[config.mk]
export PLATFORM = sky130hd
export DESIGN_NAME = cp0_exc_unit
export DESIGN_NICKNAME = d
export VERILOG_FILES = /design/src/rtl/cp0_exc_unit.sv
export SDC_FILE = /design/constraint.sdc
export NUM_CORES = 1
export LEC_CHECK = 0
export ABC_AREA = 1
export ABC_CLOCK_PERIOD_IN_PS = 3700
export CORE_MARGIN = 2
export CORE_UTILIZATION = 35
export CTS_CLUSTER_DIAMETER = 150
export CTS_CLUSTER_SIZE = 30
export DETAILED_ROUTE_END_ITERATION = 16
export MAX_ROUTING_LAYER = met4
export PLACE_DENSITY = 0.69
export SLEW_MARGIN = 20
export SYNTH_ARGS = -nofsm -noshare
export SYNTH_HDL_FRONTEND = slang
export SYNTH_SLANG_ARGS = --single-unit
[constraint.sdc]
create_clock -name clk -period 3.7 [get_ports clk]
set_clock_uncertainty 0.2 [all_clocks]
set_input_delay 1.11 -clock clk [delete_from_list [all_inputs] [get_ports clk]]
set_output_delay 1.11 -clock clk [all_outputs]
set_load 0.03 [all_outputs]
[src/rtl/cp0_exc_unit.sv]
// rtl/cp0_exc_unit.sv - CP0 exception/interrupt unit: SR, Cause, EPC, PRId and handler entry at M stage.
module cp0_exc_unit #(
    parameter logic [31:0] PRID = 32'h2021_0007,
    parameter int          IM_W = 6
) (
    input  logic            clk,
    input  logic            reset,
    input  logic [31:0]     pc_m,
    input  logic            bd_m,
    input  logic [4:0]      exc_code_m,
    input  logic [IM_W-1:0] hw_int,
    input  logic            we,
    input  logic [4:0]      addr,
    input  logic [31:0]     wdata,
    input  logic            eret_m,
    output logic [31:0]     rdata,
    output logic [31:0]     epc_out,
    output logic            req,
    output logic            exl_out
);

    localparam logic [4:0] A_SR    = 5'd12;
    localparam logic [4:0] A_CAUSE = 5'd13;
    localparam logic [4:0] A_EPC   = 5'd14;
    localparam logic [4:0] A_PRID  = 5'd15;

    logic [IM_W-1:0] sr_im;
    logic            sr_exl;
    logic            sr_ie;
    logic            cause_bd;
    logic [IM_W-1:0] cause_ip;
    logic [4:0]      cause_exc;
    logic [31:2]     epc;

    logic        int_req;
    logic        exc_req;
    logic [31:0] victim_pc;
    logic [31:0] sr_val;
    logic [31:0] cause_val;

    // Interrupts sample the live lines so a request is taken the same cycle it rises.
    assign int_req   = (|(hw_int & sr_im)) & sr_ie & ~sr_exl;
    assign exc_req   = (exc_code_m != 5'd0) & ~sr_exl;
    assign req       = ~reset & (int_req | exc_req);
    assign victim_pc = bd_m ? (pc_m - 32'd4) : pc_m;
    assign epc_out   = {epc, 2'b00};
    assign exl_out   = sr_exl;

    always_comb begin
        sr_val               = '0;
        sr_val[10 +: IM_W]   = sr_im;
        sr_val[1]            = sr_exl;
        sr_val[0]            = sr_ie;
        cause_val            = '0;
        cause_val[31]        = cause_bd;
        cause_val[10 +: IM_W] = cause_ip;
        cause_val[6:2]       = cause_exc;
    end

    always_comb begin
        rdata = '0;
        case (addr)
            A_SR:    rdata = sr_val;
            A_CAUSE: rdata = cause_val;
            A_EPC:   rdata = {epc, 2'b00};
            A_PRID:  rdata = PRID;
            default: rdata = '0;
        endcase
    end

    always_ff @(posedge clk) begin
        if (reset) begin
            sr_im     <= '0;
            sr_exl    <= 1'b0;
            sr_ie     <= 1'b0;
            cause_bd  <= 1'b0;
            cause_ip  <= '0;
            cause_exc <= '0;
            epc       <= '0;
        end else begin
            cause_ip <= hw_int;
            if (req) begin
                sr_exl    <= 1'b1;
                cause_bd  <= bd_m;
                cause_exc <= int_req ? 5'd0 : exc_code_m;
                epc       <= victim_pc[31:2];
            end else begin
                if (we && addr == A_SR) begin
                    sr_im  <= wdata[10 +: IM_W];
                    sr_exl <= wdata[1];
                    sr_ie  <= wdata[0];
                end
                if (we && addr == A_EPC)
                    epc <= wdata[31:2];
                // eret is ordered after mtc0 so it always wins on EXL.
                if (eret_m)
                    sr_exl <= 1'b0;
            end
        end
    end

endmodule

==> summary.md <==
| Metric | Value |
|---|---|
| Outcome | `completed` |
| Core Rows | `36` |
| DIE HEIGHT | `between 100 and 150 um` |
| Critical Path AT | `2.33 ns` |
| Yosys top cell by area | `dfxtp_1` |
| Switch share | `0.338` |
| Most common cell after layout, fill and taps aside | `nand2_1` |
| Crit end category | `primary output` |
| Post-synthesis cell type count | `42` |
| CTS Buf Count | `5` |
| First DRT Iteration DRCs | `about 160` |
| Core area | `9680 sq um` |
| Antenna fix cells | `0` |
| Starting Density | `0.357` |
| Drt via density | `about 4.7` |
| GRT overflow | `0` |
| Worst Hold Path EP | `cause_exc[0]` |
| # IOs | `roughly 150` |
| Vias in the first global route | `~3.6k` |
| GRT met1 Usage | `0.296` |
| Top-area cell type share of the netlist area | `0.290` |
| Routed Antenna Nets | `0` |
| Synth Register Bits | `50` |
| Fmax | `0.275 GHz` |
| TritonCTS clock tree | `built` |
| Post-Syn Instances | `about 560` |
| Critical path cell sequence | `clkdlybuf4s50_1 -> nand2_1 -> nand3_2 -> o21ai_4 -> nand2_2 -> nand2_4 -> inv_4 -> buf_4` |
| CTS H-tree lvls | `2` |
| Crit path max fanout | `3` |
| Fill count | `979` |
| Most frequent cells in the layout | `nand2_1, clkdlybuf4s50_1, nor2_1` |
| Residual DRC count | `0` |
| Nets | `about 800` |
| Gate power share | `0.326` |
| Worst setup SP type | `primary input` |
| Initial antenna violation count | `0` |
| WP data required | `~2.4 ns` |
| Die X | `103 um` |
| Slew Limit Fails | `0` |
| Vias after detailed routing | `3,956` |
| CTS Sinks | `50` |
| Reg2reg setup slack | `1.60 ns` |
| Sequential fraction of the synthesis area | `0.290` |
| Post-CTS Hold Fix Bufs | `0` |
| Slew headroom | `0.658` |
| Pleak | `roughly 0.0022 uW` |
| Dpl hpwl | `9390 um` |
| CP top delay family | `buffers and inverters` |
| Asr flop ratio synth | `0` |
| Met2 GRT Util | `0.375` |
| CP Class | `primary input to primary output` |
| DRT Wirelength | `11,800 um` |
| Unrepaired setup endpoints after global routing | `no` |
| Max-cap violation count | `0` |
| Final setup viols | `0` |
| Layout cells sized above 1 | `0.152` |
| Die area | `around 11,000 sq um` |
| GR Layer Usage met3 | `0.0269` |
| Setup TNS | `0 ns` |
| Clock power frac | `0.238` |
| Synthesized cell area | `approximately 3500 sq um` |
| CTS clk-pin slew, worst paths | `0.10 ns` |
| First-pass GRT wire length | `about 18,000 um` |
| Cells on worst reg2reg path | `10` |
| Wire length per cell | `between 10 and 15 um` |
| Most used routing layer | `met2` |
| Min cycle time layout | `between 3 and 4 ns` |
| Clock Root Buffer | `clkbuf_8` |
| Final worst path period share | `0.984` |
| Flop pwr share | `0.435` |
| Post-synth top flop | `dfxtp_1` |
| Buf+Inv Stages, Crit Path | `3` |
| Final non-filler cell area | `between 5000 and 6000 sq um` |
| Hold Slack | `between 0.2 and 0.3 ns` |
| Largest net degree at the start of global routing | `39` |
| Avg Inst Size Synth | `slightly above 6 sq um` |
| Worst-Skew Late Latency | `0.31 ns` |
| Maximum clock path buffer count | `2` |
| Power per cell area | `between 200 and 300 nW/um^2` |
| Worst hold stages | `2` |
| Port Buffer Count | `~150` |
| Psw | `between 400 and 500 uW` |
| Slowest-stage cell, CP | `clkdlybuf4s50_1` |
| Synthesis Warnings | `0` |
| Pre-antenna DRT Iters | `4` |
| Synth top area cells | `dfxtp_1, nand2_1, nor2_1, inv_1, o21ai_0` |
| Post-synth EDFFs | `0` |
| GR Util All Layers | `0.224` |
| Area after DPL | `slightly below 5000 sq um` |
| Final Hold Viols | `0` |
| Launching point of the worst reg2reg path | `sr_im[3]` |
| P&R area growth vs syn | `47.9%` |
| Int Pwr | `931 uW` |
| Placer Congestion | `around 0.90` |
| Worst-Margin Slew | `0.512 ns` |
| Final core utilization | `0.528` |
| Peak VDD IR | `~180 uV` |
| HP Start | `cause_exc[0]` |
| Crit-path max cell delay | `about 0.44 ns` |
| Tightest Hold Check Type | `register to register` |
| FF-to-FF End | `epc[19]` |
[cell families after synthesis]
kind of cell / count (synthesis) / synth area share
compound gates: 85 / 0.153
xor+xnor: 17 / 0.0431
fa+ha+maj: 1 / 0.00362
buf+inv: 83 / 0.111
flops: 50 / 0.290
other cells: 1 / 0.00108
simple gates: 324 / 0.398
[synthesized netlist by cell type (all sizes together) (2+ instances only)]
library cell  number
nor2              91
o21bai             3
nand3             25
a21oi             30
nand3b             2
buf               15
xnor2              3
inv               60
nand2            194
a31oi              4
dfxtp             50
and2               2
or2                2
o21ai             35
clkinv             2
xor2              14
clkbuf             6
nand4              7
a22o               2
o211ai             3
a211oi             6
[layer usage]
layer  wire length (um)  vias up  share of wire
met3                754        4          0.064
met5                  0        -              0
met1               5500     1784           0.46
met4                 28        0         0.0024
li1                   -     2055              -
met2               5560      113           0.47
[worst max path at each step]
stage	startpoint	to	cells past startpoint
2_1_floorplan	addr[3]	rdata[16]	5
3_3_place_gp	addr[1]	rdata[13]	7
3_5_place_dp	addr[3]	rdata[15]	7
4_1_cts	addr[0]	rdata[15]	9
5_1_grt	hw_int[3]	req	8
6_report	hw_int[3]	req	8
[area by class of cell]
cell class / count / area, sq um / share of cell area
Multi-Input combinational cell: 429 / 2110 / 0.412
Timing Repair Buffer: 161 / 1500 / 0.294
Sequential cell: 50 / 1000 / 0.196
Inverter: 62 / 240 / 0.0470
Tap cell: 133 / 166 / 0.0326
Clock buffer: 6 / 82.6 / 0.0162
Clock inverter: 2 / 12.5 / 0.00245
[worst reg2reg max path, delay by kind of cell, from the launching register on]
family	cells	cell delay (ns)
buffers and inverters	2	0.56
AOI/OAI and AO/OA	2	0.33
and+or+nand+nor	6	0.61
DFF	1	0.33
[per-stage QoR]
step	std cells	worst slack (ns)	total power [uW]
2_1_floorplan	562	0.0784	866
3_3_place_gp	833	-0.0581	1070
3_5_place_dp	833	-0.106	1080
4_1_cts	843	0.00148	1410
5_1_grt	843	0.0101	1480
6_report	843	0.0581	1400
[state kept, by name (all words and copies together) (netlist names)]
register,cells
cause_ip,6
cause_bd,1
sr_ie,1
exl_out,1
cause_exc,5
epc,30
sr_im,6
[power groups by stage]
| stage | Combinational, uW | Clock (uW) | Sequential [uW] |
|---|---|---|---|
| after floorplan | 189 | 0 | 677 |
| after global placement | 448 | 0 | 623 |
| after detailed placement | 452 | 0 | 624 |
| after CTS | 457 | 341 | 611 |
| after global routing | 498 | 367 | 616 |
| final | 458 | 335 | 612 |
[what timing repair did]
item	4_1_cts	5_1_grt
setup buffers	1	0
gates resized for setup	17	7
endpoints found under the setup margin	15	16
pin swaps	6	5
cloned	1	0
(Power assumes the default switching activity.)
